File: config.mk
export PLATFORM = sky130hd
export DESIGN_NAME = video_out_seq_flat
export DESIGN_NICKNAME = d
export VERILOG_FILES = /design/src/rtl/vid_pkg.sv /design/src/rtl/video_out_seq_if.sv /design/src/rtl/video_out_seq_sat_cnt.sv /design/src/rtl/video_out_seq.sv /design/src/flat_wrapper.sv
export SDC_FILE = /design/constraint.sdc
export NUM_CORES = 1
export LEC_CHECK = 0
export CAP_MARGIN = 20
export CORE_ASPECT_RATIO = 1.75
export CORE_MARGIN = 2
export CORE_UTILIZATION = 43
export CTS_CLUSTER_SIZE = 40
export DETAILED_ROUTE_END_ITERATION = 10
export HOLD_SLACK_MARGIN = 0.05
export PLACE_DENSITY = 0.85
export SKIP_CTS_REPAIR_TIMING = 1
export SLEW_MARGIN = 20
export SYNTH_ARGS = -nofsm -noshare
export SYNTH_HDL_FRONTEND = slang
export SYNTH_HIERARCHICAL = 1
export SYNTH_SLANG_ARGS = --single-unit
File: constraint.sdc
create_clock -name clk_pix -period 2.9 [get_ports clk_pix]
set_clock_uncertainty 0.05 [all_clocks]
set_input_delay 0.58 -clock clk_pix [delete_from_list [all_inputs] [get_ports clk_pix]]
set_output_delay 0.58 -clock clk_pix [all_outputs]
set_load 0.02 [all_outputs]
File: src/rtl/vid_pkg.sv
// Shared types and defaults for the video output sequencer.
package vid_pkg;

  localparam int          DEF_DATA_W    = 24;
  localparam int          DEF_H_ACTIVE  = 640;
  localparam int          DEF_V_ACTIVE  = 480;
  localparam logic [23:0] DEF_BLANK_RGB = 24'h000000;

  typedef enum logic [1:0] {
    ST_DISABLED = 2'd0,
    ST_FLUSH    = 2'd1,
    ST_ARM      = 2'd2,
    ST_RUN      = 2'd3
  } vseq_state_t;

endpackage

File: src/rtl/video_out_seq_if.sv
// AXI4-Stream pixel link from the pixel source (master) to the sequencer (slave).
// A beat transfers on a clk_pix edge where s_tvalid && s_tready; while s_tvalid=1 and s_tready=0 the
// source holds s_tdata/s_tuser/s_tlast stable, and s_tvalid never waits on s_tready.
interface video_out_seq_if
  import vid_pkg::*;
#(
  parameter int DATA_W = DEF_DATA_W
);
  logic [DATA_W-1:0] s_tdata;
  logic              s_tvalid;
  logic              s_tready;
  logic              s_tuser;
  logic              s_tlast;

  modport master (output s_tdata, output s_tvalid, output s_tuser, output s_tlast, input s_tready);
  modport slave  (input s_tdata, input s_tvalid, input s_tuser, input s_tlast, output s_tready);
endinterface

File: src/rtl/video_out_seq_sat_cnt.sv
// Saturating event counter; a clear coinciding with an event leaves the count at 1.
module sat_cnt #(
  parameter int CNT_W = 16
) (
  input  logic             clk_pix,
  input  logic             reset,
  input  logic             inc,
  input  logic             clr,
  output logic [CNT_W-1:0] cnt
);

  always_ff @(posedge clk_pix) begin
    if (!reset) begin
      cnt <= '0;
    end else if (clr) begin
      cnt <= inc ? CNT_W'(1) : '0;
    end else if (inc && (cnt != '1)) begin
      cnt <= cnt + CNT_W'(1);
    end
  end

endmodule

File: src/rtl/video_out_seq.sv
// Stream-to-raster sequencer: locks the pixel stream to the sync generator origin and resyncs on errors.
// Optional VSEQ_ERR_CNT_EN adds saturating underflow/resync counters; otherwise those ports read 0.
module video_out_seq
  import vid_pkg::*;
#(
  parameter int                DATA_W    = DEF_DATA_W,
  parameter int                H_ACTIVE  = DEF_H_ACTIVE,
  parameter int                V_ACTIVE  = DEF_V_ACTIVE,
  parameter logic [DATA_W-1:0] BLANK_RGB = DATA_W'(DEF_BLANK_RGB),
  parameter int                CNT_W     = 16
) (
  input  logic              clk_pix,
  input  logic              reset,
  input  logic              ctrl_enable,
  input  logic              status_clr,
  video_out_seq_if.slave    s_axis,
  output logic              tg_en,
  input  logic [11:0]       tg_sx,
  input  logic [11:0]       tg_sy,
  input  logic              tg_hsync,
  input  logic              tg_vsync,
  input  logic              tg_de,
  output logic              vid_hsync,
  output logic              vid_vsync,
  output logic              vid_de,
  output logic [DATA_W-1:0] vid_rgb,
  output logic              locked,
  output logic              underflow,
  output logic              frame_err,
  output logic [CNT_W-1:0]  underflow_cnt,
  output logic [CNT_W-1:0]  resync_cnt,
  output vseq_state_t       state_dbg
);

  vseq_state_t       state, state_nx;
  logic [11:0]       px, py;
  logic              origin, sof_exp, eol_exp;
  logic              popped, underflow_ev, frame_ev, resync_ev;
  logic              tready_c;
  logic [DATA_W-1:0] rgb_nx;

  assign origin       = (tg_sx == '0) && (tg_sy == '0);
  assign sof_exp      = (px == '0) && (py == '0);
  assign eol_exp      = (px == 12'(H_ACTIVE - 1));
  assign popped       = (state == ST_RUN) && tg_de && s_axis.s_tvalid;
  assign underflow_ev = (state == ST_RUN) && tg_de && !s_axis.s_tvalid;
  assign frame_ev     = popped && ((s_axis.s_tuser != sof_exp) || (s_axis.s_tlast != eol_exp));
  assign resync_ev    = (state == ST_RUN) && (state_nx == ST_FLUSH);
  assign rgb_nx       = popped ? s_axis.s_tdata : BLANK_RGB;

  always_ff @(posedge clk_pix) begin
    if (!reset) state <= ST_DISABLED;
    else        state <= state_nx;
  end

  // The SOF beat is held back in FLUSH/ARM so RUN pops it on the first active pixel.
  always_comb begin
    state_nx = state;
    tg_en    = 1'b0;
    tready_c = 1'b0;
    case (state)
      ST_DISABLED: begin
        if (ctrl_enable) state_nx = ST_FLUSH;
      end
      ST_FLUSH: begin
        tg_en    = 1'b1;
        tready_c = !(s_axis.s_tvalid && s_axis.s_tuser);
        if (!ctrl_enable)                          state_nx = ST_DISABLED;
        else if (s_axis.s_tvalid && s_axis.s_tuser) state_nx = ST_ARM;
      end
      ST_ARM: begin
        tg_en = 1'b1;
        if (!ctrl_enable) state_nx = ST_DISABLED;
        else if (origin)  state_nx = ST_RUN;
      end
      ST_RUN: begin
        tg_en    = 1'b1;
        tready_c = tg_de;
        if (underflow_ev || frame_ev)  state_nx = ST_FLUSH;
        else if (!ctrl_enable && origin) state_nx = ST_DISABLED;
      end
      default: state_nx = ST_DISABLED;
    endcase
  end

  assign s_axis.s_tready = tready_c;
  assign locked          = (state == ST_RUN);
  assign state_dbg       = state;

  always_ff @(posedge clk_pix) begin
    if (!reset) begin
      px <= '0;
      py <= '0;
    end else if (state == ST_ARM) begin
      px <= '0;
      py <= '0;
    end else if ((state == ST_RUN) && tg_de) begin
      if (eol_exp) begin
        px <= '0;
        py <= (py == 12'(V_ACTIVE - 1)) ? '0 : py + 12'd1;
      end else begin
        px <= px + 12'd1;
      end
    end
  end

  // Sync/de pass straight through one register so they stay aligned with vid_rgb.
  always_ff @(posedge clk_pix) begin
    if (!reset) begin
      vid_hsync <= 1'b0;
      vid_vsync <= 1'b0;
      vid_de    <= 1'b0;
      vid_rgb   <= BLANK_RGB;
      underflow <= 1'b0;
      frame_err <= 1'b0;
    end else begin
      vid_hsync <= tg_hsync;
      vid_vsync <= tg_vsync;
      vid_de    <= tg_de;
      vid_rgb   <= rgb_nx;
      underflow <= underflow_ev || (underflow && !status_clr);
      frame_err <= frame_ev || (frame_err && !status_clr);
    end
  end

`ifdef VSEQ_ERR_CNT_EN
  sat_cnt #(.CNT_W(CNT_W)) u_underflow_cnt (
    .clk_pix (clk_pix),
    .reset   (reset),
    .inc     (underflow_ev),
    .clr     (status_clr),
    .cnt     (underflow_cnt)
  );

  sat_cnt #(.CNT_W(CNT_W)) u_resync_cnt (
    .clk_pix (clk_pix),
    .reset   (reset),
    .inc     (resync_ev),
    .clr     (status_clr),
    .cnt     (resync_cnt)
  );
`else
  assign underflow_cnt = '0;
  assign resync_cnt    = '0;
`endif

endmodule

File: src/flat_wrapper.sv
// flat-port wrapper written by rule: the top's interface ports become plain ports
module video_out_seq_flat import vid_pkg::*;
#(
  parameter int                DATA_W    = DEF_DATA_W,
  parameter int                H_ACTIVE  = DEF_H_ACTIVE,
  parameter int                V_ACTIVE  = DEF_V_ACTIVE,
  parameter logic [DATA_W-1:0] BLANK_RGB = DATA_W'(DEF_BLANK_RGB),
  parameter int                CNT_W     = 16
)
  (clk_pix, reset, ctrl_enable, status_clr, tg_en, tg_sx, tg_sy, tg_hsync, tg_vsync, tg_de, vid_hsync, vid_vsync, vid_de, vid_rgb, locked, underflow, frame_err, underflow_cnt, resync_cnt, state_dbg, s_axis_s_tdata, s_axis_s_tvalid, s_axis_s_tuser, s_axis_s_tlast, s_axis_s_tready);
  video_out_seq_if #(.DATA_W(DATA_W)) s_axis_i ();
  input  logic clk_pix;
  input  logic reset;
  input  logic ctrl_enable;
  input  logic status_clr;
  output logic tg_en;
  input  logic [11:0] tg_sx;
  input  logic [11:0] tg_sy;
  input  logic tg_hsync;
  input  logic tg_vsync;
  input  logic tg_de;
  output logic vid_hsync;
  output logic vid_vsync;
  output logic vid_de;
  output logic [DATA_W-1:0] vid_rgb;
  output logic locked;
  output logic underflow;
  output logic frame_err;
  output logic [CNT_W-1:0] underflow_cnt;
  output logic [CNT_W-1:0] resync_cnt;
  output vseq_state_t state_dbg;
  input wire logic [$bits(s_axis_i.s_tdata)-1:0] s_axis_s_tdata;
  input wire logic [$bits(s_axis_i.s_tvalid)-1:0] s_axis_s_tvalid;
  input wire logic [$bits(s_axis_i.s_tuser)-1:0] s_axis_s_tuser;
  input wire logic [$bits(s_axis_i.s_tlast)-1:0] s_axis_s_tlast;
  output wire logic [$bits(s_axis_i.s_tready)-1:0] s_axis_s_tready;
  assign s_axis_i.s_tdata = s_axis_s_tdata;
  assign s_axis_i.s_tvalid = s_axis_s_tvalid;
  assign s_axis_i.s_tuser = s_axis_s_tuser;
  assign s_axis_i.s_tlast = s_axis_s_tlast;
  assign s_axis_s_tready = s_axis_i.s_tready;
  video_out_seq #(.DATA_W(DATA_W), .H_ACTIVE(H_ACTIVE), .V_ACTIVE(V_ACTIVE), .BLANK_RGB(BLANK_RGB), .CNT_W(CNT_W)) u_core (.clk_pix(clk_pix), .reset(reset), .ctrl_enable(ctrl_enable), .status_clr(status_clr), .s_axis(s_axis_i), .tg_en(tg_en), .tg_sx(tg_sx), .tg_sy(tg_sy), .tg_hsync(tg_hsync), .tg_vsync(tg_vsync), .tg_de(tg_de), .vid_hsync(vid_hsync), .vid_vsync(vid_vsync), .vid_de(vid_de), .vid_rgb(vid_rgb), .locked(locked), .underflow(underflow), .frame_err(frame_err), .underflow_cnt(underflow_cnt), .resync_cnt(resync_cnt), .state_dbg(state_dbg));
endmodule
==> impl.org, run 1 <==
** Logic synthesis
- A synthesized cell averages approximately 9 sq um.
- Syn Std Cell Area :: between 0.002 and 0.0025 sq mm
- Asr flop ratio synth :: 0%
- Count of unique library cells instantiated by Yosys :: 34
- In the synthesized netlist, the cells that appear most often are sky130_fd_sc_hd__dfxtp_1, sky130_fd_sc_hd__buf_4, sky130_fd_sc_hd__and2_1, sky130_fd_sc_hd__nor2_1, sky130_fd_sc_hd__nand2_1.
- Counting flops and latches in the post-synthesis netlist gives 55.
- Number of enable flip-flop cells after synthesis :: 0
- The most used flip-flop cell after synthesis is sky130_fd_sc_hd__dfxtp_1.
- Proportion of synthesized chip area in sequential cells :: 44.4%
- Dominant cell type by area after synthesis :: sky130_fd_sc_hd__dfxtp_1
- The most common cell in the synthesized netlist is sky130_fd_sc_hd__dfxtp_1.
- Synthesis produced 276 cells.
- Area contributors post-synth :: sky130_fd_sc_hd__dfxtp_1, sky130_fd_sc_hd__buf_4, sky130_fd_sc_hd__and2_1, sky130_fd_sc_hd__xor2_1, sky130_fd_sc_hd__nor4_1
- Number of warnings reported in the yosys synthesis log :: 6
- The synthesized design devotes to its leading area cell type 44.4% of total area.

** Power
- Across the VDD grid, the largest voltage drop is roughly 0.44 mV.
- Power comes to ~1.4 mW.
- Comb power frac :: approximately an eighth
- PwrDens :: 411 mW/mm^2
- Cell-internal power :: 1.11 mW
- Reported net switching power :: ~0.32 mW
- Static leakage power :: around 1.4 nW
- Switching part of the total power :: roughly 23%
- In this run, flip-flops and latches consume between 50 and 60% of the power.
- The share of total power dissipated in the clock network is 35.0%.

** Timing
- For the pin with the worst max-slew slack, the measured transition is a little under 600 ps.
- Final sum of negative setup slack :: 0 ps
- Setup violations remaining at the end of the flow were counted as 0.
- The final max-slew violation count is 0.
- Headroom to the max-slew limit came out at between 60 and 70%.
- Final hold analysis gives a worst-case slack of 424 ps.
- Unrepaired setup endpoints after global routing :: no
- Timing-limited maximum frequency :: ~0.38 GHz
- Hold Vio Cnt, Final :: 0
- The worst path uses between 80% and 90% of the clock period.
- Post-route minimum period :: 2600 ps

** Worst hold path
- Counting instances, the worst hold path has a depth of 2.
- Hold WC Path Type :: flop to flop
- Worst-case hold path end point :: u_core/frame_err$_SDFF_PN0_
- The startpoint identified for the worst hold timing path is u_core/frame_err$_SDFF_PN0_.

** Clock tree
- TritonCTS built the clock tree.
- Largest buffer count on any clock path :: 2
- Clock latency on the worst-skew pair, taken at its later pin, is ~310 ps.
- CTS saw 55 sinks.
- Clock tree synthesis selected as its root buffer the cell sky130_fd_sc_hd__clkbuf_8.
- Number of buffers inserted during clock tree synthesis :: 5
- Clock-pin transition on the worst setup and hold timing paths :: 90 ps
- Max H-tree Level :: 2

** Layout
- The post-route netlist has just under 5% of its cells at a drive strength greater than 1.
- Sequential cell area :: between 0.001 and 0.0015 sq mm
- Relative to the synthesized area, the layout overhead comes to 40.5%.
- 0 antenna diodes ended up in the layout.
- After the last flow step, the layout net total stands at about 430.
- Fill count :: ~480
- Multi-input logic area :: 0.00119 sq mm
- Final design utilization :: between 60 and 70%

** Floorplan
- I/O pin total :: roughly 120
- For this configuration, the core starts out at a cell density of between 40 and 50%.
- Row generation in the floorplan step produced 36 rows.
- The floorplan step set the die width to about 61 um.
- Die Height :: approximately 100 um
- The die covers 0.00641 sq mm.
- Area inside the core boundary :: roughly 0.0056 sq mm

** Detailed routing
- The detail route stage leaves a number of antenna-violating nets equal to 0.
- Number of DRC markers after the initial detailed-route iteration :: 68
- After detailed routing, the average wire length per cell comes to 13.2 um.
- First-pass DRT Iterations :: 4
- Number of remaining DRC errors :: 0
- Summed over all layers, the routed wires come to 5920 um.
- Dividing the detail-routed via count by the number of cells gives 4.85.
- Across all layers, the routed design uses about 2,200 vias.

** Worst setup path
- Critical path type :: input pin to primary output
- Data on the critical path arrives at its endpoint at between 1500 and 2000 ps.
- Capturing point of the worst reg2reg path :: u_core/py[5]$_SDFFE_PP0P_
- The worst setup path is launched from an input pin.
- Of all nets on the critical path, the largest fanout is 4.
- In this run the critical register-to-register path is launched from u_core/px[7]$_SDFFE_PP0N_.
- At the worst endpoint, the required time is 2270 ps.
- Setup slack, reg-to-reg :: ~820 ps
- For the worst flop-to-flop path, the logic depth is 5.
- The worst setup path is captured at a primary output.

** GRT
- After global routing the overflow that remains totals 0.
- Entering global routing, the biggest net connects 25 pins.
- Vias in the first global route :: ~2,000
- The number of antenna violations at the first check in global routing came to 0.
- For this run, the total global-route usage over all layers was measured as about a fifth.
- The first global-routing pass estimated a little over 9000 um of wire.

** Place
- At the end of routability-driven placement, the weighted congestion stood at between 0.9 and 1.
- The wire-length estimate of the detail-placed layout is about 4700 um.
- Input and output buffers added on the ports amount to between 90 and 100.

** Status
- Run status :: complete, no violations

** Flow run
- Max cap viols :: 0
[layout make-up]
cell class,count,share of cell area (%)
repair buffers,95,27.0
inverters,11,1.19
well taps,76,2.73
multi-input cells,204,34.3
clock inverters,2,1.11
flip-flops and latches,55,31.6
clock buffers,6,2.08
[layout by cell type (no fill, tap or decap), types with 2 or more instances in the layout]
master,count
sky130_fd_sc_hd__a21oi_1,7
sky130_fd_sc_hd__and2_1,28
sky130_fd_sc_hd__and3_1,8
sky130_fd_sc_hd__buf_4,4
sky130_fd_sc_hd__clkbuf_8,5
sky130_fd_sc_hd__clkdlybuf4s50_1,91
sky130_fd_sc_hd__conb_1,32
sky130_fd_sc_hd__dfxtp_1,55
sky130_fd_sc_hd__ha_1,4
sky130_fd_sc_hd__inv_1,11
sky130_fd_sc_hd__nand2_1,18
sky130_fd_sc_hd__nand3_1,7
sky130_fd_sc_hd__nand4_1,14
sky130_fd_sc_hd__nor2_1,24
sky130_fd_sc_hd__nor2_2,2
sky130_fd_sc_hd__nor3_1,3
sky130_fd_sc_hd__nor4_1,15
sky130_fd_sc_hd__o21ai_0,6
sky130_fd_sc_hd__xnor2_1,7
sky130_fd_sc_hd__xor2_1,14
[worst max-delay path by stage]
stage / from / to / slack, ps / cells past startpoint
6_report: tg_de / s_axis_s_tready / 300 / 4
3_5_place_dp: tg_de / s_axis_s_tready / 330 / 4
2_1_floorplan: tg_de / u_core/py[11]$_SDFFE_PP0P_ / 1030 / 5
5_1_grt: tg_de / s_axis_s_tready / 170 / 4
4_1_cts: tg_de / s_axis_s_tready / 300 / 4
3_3_place_gp: tg_de / s_axis_s_tready / 330 / 4
[metal layers]
layer | global-route usage, % | share of wire [%]
met4 | 8.97 | 2.2
met3 | 3.86 | 7.3
met2 | 36.1 | 58
met1 | 16.9 | 33
met5 | 0 | 0
[worst max-delay path, cell delays in order]
cell and delay (ps):
sky130_fd_sc_hd__clkdlybuf4s50_1 530, sky130_fd_sc_hd__o21ai_0 90, sky130_fd_sc_hd__a31oi_1 150, sky130_fd_sc_hd__clkdlybuf4s50_1 620
[stage by stage]
stage / cells / instance area [sq um] / worst slack (ps)
floorplan: 307 / 2600 / 1030
global placement: 441 / 3370 / 332
detailed placement: 441 / 3370 / 329
CTS: 449 / 3480 / 303
global route: 449 / 3480 / 169
finish: 449 / 3480 / 297
[sequential cells by signal, indices dropped and copies added, names as in the netlist]
register,cells
u_core/underflow,1
u_core/px,12
u_core/vid_rgb,24
u_core/state_dbg,2
u_core/frame_err,1
u_core/py,12
u_core/vid_hsync,1
u_core/vid_vsync,1
u_core/vid_de,1
[power by group through the flow]
stage               clock network [mW]  registers [mW]  logic (mW)
finish                           0.501           0.762       0.168
global route                     0.547           0.763       0.183
CTS                              0.518           0.762       0.168
detailed placement                   0           0.780       0.167
global placement                     0           0.780       0.165
floorplan                            0           0.785      0.0955
[cells by family (layout without fill, tap and decap cells)]
family / Yosys count / after routing / synth area share [%]
AO/OA/AOI/OAI: 21 / 21 / 5.75
XOR/XNOR: 21 / 21 / 7.42
adder cells (fa/ha/maj): 4 / 4 / 2.02
buffers and inverters: 48 / 114 / 12.4
flip-flops: 55 / 55 / 44.4
other: 1 / 32 / 0.151
AND/OR/NAND/NOR: 126 / 126 / 27.9
(Power assumes the default switching activity.)
==> run 2: changes to the inputs <==
--- a/config.mk
+++ b/config.mk
@@ -7,7 +7,7 @@
 export LEC_CHECK = 0
 export CAP_MARGIN = 20
 export CORE_ASPECT_RATIO = 1.75
-export CORE_MARGIN = 2
+export CORE_MARGIN = 3
 export CORE_UTILIZATION = 43
 export CTS_CLUSTER_SIZE = 40
 export DETAILED_ROUTE_END_ITERATION = 10
==> run 2 against run 1 <==
Compared with the run above: flip-flop and latch count stayed put; final area is 0.61% lower; total power is 4.9% lower; count of clock-buffer cells in the layout is 1 lower; core utilization is 0.38 points lower; largest cell class unchanged; critical path type unchanged; largest power group unchanged; non-clock buffer count is 2 lower; cell count is 0.45% lower; via count is 0.14% lower; register-to-register slack worse by 30 ps; die area is 5.2% higher; critical endpoint unchanged.
==> impl.org, run 2 (synthesis results as in run 1) <==
** Detailed routing
- Antenna-violating nets left :: 0 (unchanged)
- Average routed wire per standard cell :: 13.6 um (was 13.2 um)
- The uppermost layer routed was met4 (unchanged).
- The met3 wirelength from detailed routing was 435 um (was 429 um).
- Number of DRC markers after the initial detailed-route iteration :: 102 (was 68)
- Number of remaining DRC errors :: 0 (unchanged)
- The met1 wire length was 2030 um (was 1940 um).
- The number of vias per cell was 4.87 (was 4.85).
- Sum of met2 wire segment lengths after detailed routing :: 3490 um (was 3410 um)
- The number of optimization iterations in the first detailed-route pass came to 4 (unchanged).
- The total routed wirelength was 6090 um (was 5920 um).
- The number of vias in the routed layout was 2,176 (was 2,179).

** Floorplan
- The row count came to 36 (unchanged).
- Die Height :: 106 um (was 104 um)
- The I/O pin count was 124 (unchanged).
- The area of the core came to 0.00559 sq mm (unchanged).
- Die footprint :: 0.00675 sq mm (was 0.00641 sq mm)
- Initial cell density of the core :: 44.4% (unchanged)
- Die Wd :: 63.4 um (was 61.4 um)

** Worst setup path
- Most numerous cell on the critical path :: sky130_fd_sc_hd__clkdlybuf4s50_1 (unchanged)
- Critical path capture point type :: primary output (unchanged)
- The cell with the biggest individual delay on the critical path is sky130_fd_sc_hd__clkdlybuf4s50_1 (unchanged).
- The required time at the endpoint of the critical path came to 2270 ps (about the same).
- The maximum fanout count along the critical path was 4 (unchanged).
- The type of the worst setup path is input pin to primary output (unchanged).
- The internal reg-to-reg setup slack came to 790 ps (was 820 ps).
- The kind of start point of the critical path is an input pin (unchanged).
- The sum of buffers and inverters on the critical path came to 2 (unchanged).
- Critical path, cell by cell :: clkdlybuf4s50_1 -> o21ai_0 -> a31oi_1 -> clkdlybuf4s50_1 (unchanged)
- Worst endpoint data arrival time :: 1970 ps (about the same)
- Worst path max stage delay :: 630 ps (was 620 ps)
- The top cell family by delay on the critical path was buffers and inverters (unchanged).

** GRT
- Total congestion overflow after global routing :: 0 (unchanged)
- The via count of the first global-routing pass was 2,104 (was 2,037).
- First-pass GRT wire length :: 9980 um (was 9150 um)
- The global-route total usage across every layer came to 18.5% (was 18.8%).
- Largest net degree at the start of global routing :: 25 (unchanged)
- Antenna violations before repair :: 0 (unchanged)

** Layout
- Most used cells in the layout excluding fill and tap cells: sky130_fd_sc_hd__clkdlybuf4s50_1, sky130_fd_sc_hd__dfxtp_1, sky130_fd_sc_hd__conb_1, sky130_fd_sc_hd__and2_1, sky130_fd_sc_hd__nor2_1 (unchanged).
- Ratio of cells with drive above 1 in the final layout :: 4.58% (was 4.83%)
- Fill count :: 464 (was 484)
- Final nets :: 432 (was 434)
- Sequential cell area :: 0.00110 sq mm (unchanged)
- Multi-input logic area :: 0.00119 sq mm (unchanged)
- Antenna diode count :: 0 (unchanged)
- The layout overhead on the synthesized area was 39.6% (was 40.5%).
- Largest registers in the final layout: u_core/vid_rgb: 24 flops, u_core/px: 12 flops, u_core/py: 12 flops (unchanged).
- Most frequent standard cell in the layout excluding fill and tap cells :: sky130_fd_sc_hd__clkdlybuf4s50_1 (unchanged)
- Most flop-heavy register :: u_core/vid_rgb (unchanged)
- The flip-flop count of the largest register after layout came to 24 (unchanged).

** Timing
- The pin slew with the least headroom to its limit is 653 ps (was 583 ps).
- The part of the cycle the worst path needs came to 89.7% (was 89.8%).
- Total count of max-transition violations in the final report :: 0 (unchanged)
- Post-route minimum period :: 2600 ps (about the same)
- PnR worst setup slack :: 298 ps (was 297 ps)
- The worst hold slack after final layout is 422 ps (was 424 ps).
- Unrepaired setup endpoints after global routing: no (unchanged).
- Relative slew slack :: 56.0% (was 60.7%)
- Timing-limited maximum frequency :: 0.384 GHz (about the same)
- The total negative slack is 0 ps (unchanged).
- The count of endpoints failing setup in the final report came to 0 (unchanged).
- Hold Vio Cnt, Final :: 0 (unchanged)

** Clock tree
- Max H-tree Level :: 2 (unchanged)
- The number of buffers added by the clock tree synthesis step was 5 (unchanged).
- The clock insertion delay at the later pin of the skew report is 310 ps (about the same).
- CTS tree :: yes (unchanged)
- The post-CTS clock slew at the launch and capture registers of the worst setup and hold paths is 100 ps (was 90 ps).
- The maximum buffer depth of the clock tree was 2 (unchanged).
- The root buffer cell is sky130_fd_sc_hd__clkbuf_8 (unchanged).
- Sink count of the clock tree :: 55 (unchanged)

** Place
- Detail Placement HPWL :: 4870 um (was 4680 um)
- The number of port buffers is 91 (unchanged).
- The worst slack after detailed placement was 256 ps (was 329 ps).
- The weighted congestion at the end of routability-driven global placement was 0.821 (was 0.934).

** Power
- The power per unit of standard cell area is 393 mW/mm^2 (was 411 mW/mm^2).
- Static leakage power :: 1.35 nW (was 1.37 nW)
- Worst VDD drop :: 0.324 mV (was 0.442 mV)

** Flow run
- The max-cap violation count came to 0 (unchanged).

** Worst hold path
- Hold WC Path Type :: flop to flop (unchanged)

** Status
- Run status :: complete, no violations (unchanged)
run 2: cell count changes in the layout (fill, tap and decap cells not counted), sizes merged:
| cell | before | now |
|---|---|---|
| buf | 4 | 2 |
| bufinv | 1 | 0 |
| clkbuf | 6 | 5 |
| clkinv | 0 | 1 |
| clkinvlp | 0 | 1 |
run 2: final timing paths:
| kind | startpoint | end | cells past startpoint |
|---|---|---|---|
| max | tg_de | s_axis_s_tready | 4 |
| min | u_core/frame_err$_SDFF_PN0_ | u_core/frame_err$_SDFF_PN0_ | 2 |
| max reg2reg | u_core/py[5]$_SDFFE_PP0P_ | u_core/state_dbg[1]$_SDFFE_PN0P_ | 5 |
| min reg2reg | u_core/frame_err$_SDFF_PN0_ | u_core/frame_err$_SDFF_PN0_ | 2 |
run 2: layer usage:
metal,up-vias,GRT usage (%)
li1,1058,-
met1,1004,17.3
met2,102,37.0
met3,12,4.23
met4,0,7.57
met5,-,0
run 2: power by group:
group | total (mW) | switching (mW) | leakage [nW] | internal, mW
clock | 0.430 | 0.256 | 0.0461 | 0.175
sequential | 0.762 | 0.00344 | 0.444 | 0.759
combinational | 0.167 | 0.0799 | 0.860 | 0.0870
run 2: layout make-up:
type / count / area share, %
multi-input combinational: 204 / 34.5
sequential: 55 / 31.8
timing repair buffer: 93 / 27.1
tap: 76 / 2.75
clock buffer: 5 / 1.99
inverter: 11 / 1.19
clock inverter: 3 / 0.687
run 2: metrics by stage:
step / instances / cell area [sq um] / utilization, % / total power, mW
finish: 447 / 3460 / 62.0 / 1.36
global route: 447 / 3460 / 62.0 / 1.42
CTS: 447 / 3460 / 62.0 / 1.37
detailed placement: 439 / 3370 / 60.3 / 0.946
global placement: 439 / 3370 / 60.3 / 0.943
floorplan: 307 / 2600 / - / 0.880
run 2: worst reg2reg max path: cells and delay by family (launching register included):
family             cells  cell delay (ps)
AOI/OAI and AO/OA      2              680
and+or+nand+nor        3             1000
DFF                    1              350
==> run 3: changes to the inputs <==
--- a/config.mk
+++ b/config.mk
@@ -7,12 +7,11 @@
 export LEC_CHECK = 0
 export CAP_MARGIN = 20
 export CORE_ASPECT_RATIO = 1.75
-export CORE_MARGIN = 3
 export CORE_UTILIZATION = 43
 export CTS_CLUSTER_SIZE = 40
 export DETAILED_ROUTE_END_ITERATION = 10
 export HOLD_SLACK_MARGIN = 0.05
-export PLACE_DENSITY = 0.85
+export PLACE_DENSITY = 0.95
 export SKIP_CTS_REPAIR_TIMING = 1
 export SLEW_MARGIN = 20
 export SYNTH_ARGS = -nofsm -noshare
==> run 3 against run 2 <==
Compared with the run above: final area decreased by 0.58%; die area down 9.8%; count of clock-buffer cells in the layout increased by 1; largest cell class unchanged.
==> impl.org, run 3 (synthesis results as in run 1) <==
** Status
- Run status :: complete, no violations (unchanged)

** Power
- The internal power of the cells is 1.02 mW (about the same).
- The sequential group share of total power came to 56.2% (was 56.1%).
- Switching part of the total power :: 24.8% (was 24.9%)
- Comb power frac :: 12.4% (was 12.3%)
- The relative contribution of the clock network to total power was 31.4% (was 31.7%).
- Static leakage power :: 1.35 nW (about the same)
- Worst VDD drop :: 0.256 mV (was 0.324 mV)
- The power per unit of standard cell area was 394 mW/mm^2 (was 393 mW/mm^2).
- The switching power summed over all nets was 0.337 mW (was 0.339 mW).

** Floorplan
- The die extent in x was 59.4 um (was 63.4 um).
- Die footprint :: 0.00609 sq mm (was 0.00675 sq mm)
- The I/O pin count came to 124 (unchanged).
- The initial cell density of the core is 44.8% (was 44.4%).
- Area inside the core boundary :: 0.00554 sq mm (was 0.00559 sq mm)
- The row count was 36 (unchanged).
- Die Height :: 102 um (was 106 um)

** GRT
- The met1 capacity usage during global routing came to 18.8% (was 17.3%).
- The number of antenna violations at the first check in global routing came to 0 (unchanged).
- Peak-usage layer in the global routing report :: met2 (unchanged)
- The wire length of the first global-routing pass came to 9510 um (was 9980 um).
- The via count of the first global-routing pass was 2,057 (was 2,104).
- The global-route total usage across every layer came to 21.3% (was 18.5%).
- The final global-route overflow total was 0 (unchanged).
- The maximum number of pins on one net before global-route repair came to 25 (unchanged).
- Met3 track demand over resource :: 4.56% (was 4.23%)
- The global routing met2 resource utilization came to 42.8% (was 37.0%).

** Timing
- The total negative slack came to 0 ps (unchanged).
- PnR worst setup slack :: 279 ps (was 298 ps)
- WHS :: 463 ps (was 422 ps)
- The count of endpoints failing setup in the final report came to 0 (unchanged).
- Hold Vio Cnt, Final :: 0 (unchanged)
- Worst Tran Pin Value :: 729 ps (was 653 ps)
- Total count of max-transition violations in the final report :: 0 (unchanged)
- Post-route minimum period :: 2620 ps (was 2600 ps)
- Unrepaired setup endpoints after global routing :: no (unchanged)
- The relative slew slack is 50.9% (was 56.0%).
- The maximum achievable frequency was 0.382 GHz (was 0.384 GHz).
- The part of the cycle the worst path needs came to 90.4% (was 89.7%).

** Detailed routing
- Vias after detailed routing :: 2,233 (was 2,176)
- Detailed-route wire length :: 6410 um (was 6090 um)
- The count of antenna-violating nets left after detailed routing came to 0 (unchanged).
- The average routed wire per standard cell is 14.3 um (was 13.6 um).
- The number of optimization iterations in the first detailed-route pass is 4 (unchanged).
- Number of remaining DRC errors :: 0 (unchanged)
- The number of vias per cell is 5.00 (was 4.87).
- The violation count after the first detailed-routing iteration is 116 (was 102).

** Worst setup path
- The maximum fanout count along the critical path came to 4 (unchanged).
- The most common cell type on the critical path is sky130_fd_sc_hd__clkdlybuf4s50_1 (unchanged).
- Critical path type :: input pin to primary output (unchanged)
- WP data required :: 2270 ps (about the same)
- Cell at the slowest stage of the critical path :: sky130_fd_sc_hd__clkdlybuf4s50_1 (unchanged)
- Worst path bufs/invs :: 2 (unchanged)
- Critical path, cell by cell: clkdlybuf4s50_1 -> o21ai_0 -> a31oi_1 -> clkdlybuf4s50_1 (unchanged).
- The largest stage delay on the critical path came to 630 ps (about the same).
- The top cell family by delay on the critical path is buffers and inverters (unchanged).
- Worst endpoint data arrival time :: 1990 ps (was 1970 ps)
- The kind of start point of the critical path is an input pin (unchanged).
- The kind of capture point of the worst setup path is a primary output (unchanged).

** Place
- Worst Setup Slack post-DPL :: 297 ps (was 256 ps)
- Port-buffer cells :: 91 (unchanged)
- RePlAce Congestion :: 0.864 (was 0.821)
- The placed wire-length estimate after detailed placement was 5080 um (was 4870 um).

** Layout
- Area Growth Syn to Fin :: 38.8% (was 39.6%)
- Antenna diode count :: 0 (unchanged)
- The post-route core utilization came to 62.1% (was 62.0%).
- Most flop-heavy register :: u_core/vid_rgb (unchanged)
- The most common library cell in the layout ignoring fill and taps is sky130_fd_sc_hd__clkdlybuf4s50_1 (unchanged).
- The number of nets in the finished design was 432 (unchanged).
- Most used cells in the layout excluding fill and tap cells :: sky130_fd_sc_hd__clkdlybuf4s50_1, sky130_fd_sc_hd__dfxtp_1, sky130_fd_sc_hd__conb_1, sky130_fd_sc_hd__and2_1, sky130_fd_sc_hd__nor2_1 (unchanged)
- Ratio of cells with drive above 1 in the final layout :: 4.04% (was 4.58%)
- The flip-flop count of the largest register after layout was 24 (unchanged).
- Largest registers in the final layout: u_core/vid_rgb: 24 flops, u_core/px: 12 flops, u_core/py: 12 flops (unchanged).

** Clock tree
- Clock-pin transition on the worst setup and hold timing paths :: 100 ps (about the same)
- The root buffer cell was sky130_fd_sc_hd__clkbuf_8 (unchanged).
- Largest buffer count on any clock path :: 2 (unchanged)
- The number of buffers added by the clock tree synthesis step is 5 (unchanged).
- The sink count of the clock tree is 55 (unchanged).
- The clock tree from TritonCTS is yes (unchanged).
- The clock insertion delay at the later pin of the skew report was 320 ps (was 310 ps).
- The depth of the CTS H-tree was 2 (unchanged).

** Worst hold path
- Hold WC Path Type :: flop to flop (unchanged)

** Flow run
- Max cap viols :: 0 (unchanged)
run 3: changes by cell type in the layout (fill, tap and decap cells not counted), sizes merged:
| cell | before | now |
|---|---|---|
| clkinv | 1 | 2 |
| clkbuf | 5 | 6 |
| inv | 12 | 11 |
| clkinvlp | 1 | 0 |
run 3: final timing paths:
path,to,from,cells past startpoint,slack (ps)
worst max-delay path,s_axis_s_tready,tg_de,4,280
worst min register to register,u_core/frame_err$_SDFF_PN0_,u_core/frame_err$_SDFF_PN0_,2,460
worst min-delay path,u_core/frame_err$_SDFF_PN0_,u_core/frame_err$_SDFF_PN0_,2,460
worst max register to register,u_core/py[7]$_SDFFE_PP0P_,u_core/px[7]$_SDFFE_PP0N_,5,800
run 3: power groups by stage:
stage	logic [mW]	clock network, mW	registers, mW
final	0.169	0.426	0.762
after global placement	0.164	0	0.780
after CTS	0.168	0.436	0.762
after detailed placement	0.167	0	0.780
after global routing	0.182	0.469	0.763
after floorplan	0.0955	0	0.785
run 3: area by class of cell:
class	instances	area, sq um
Clock buffer	6	72.6
Tap cell	76	95.1
Timing Repair Buffer	93	926
Fill cell	453	2100
Clock inverter	2	17.5
Inverter	11	41.3
Multi-Input combinational cell	204	1190
Sequential cell	55	1100
run 3: stage by stage:
stage,total power [mW],instances,cell area (sq um)
after global placement,0.944,439,3350
after detailed placement,0.947,439,3350
after global routing,1.41,447,3440
after CTS,1.37,447,3440
after floorplan,0.880,307,2600
final,1.36,447,3440
run 3: layer usage:
layer | vias to the layer above | share of wire, %
li1 | 1058 | -
met1 | 1047 | 32
met2 | 112 | 58
met3 | 16 | 6.4
met4 | 0 | 2.8
met5 | - | 0
run 3: tightest hold or removal path: stages (launching register included):
cell and delay (ps):
sky130_fd_sc_hd__dfxtp_1 330, sky130_fd_sc_hd__nand2b_1 80, sky130_fd_sc_hd__a21oi_1 60
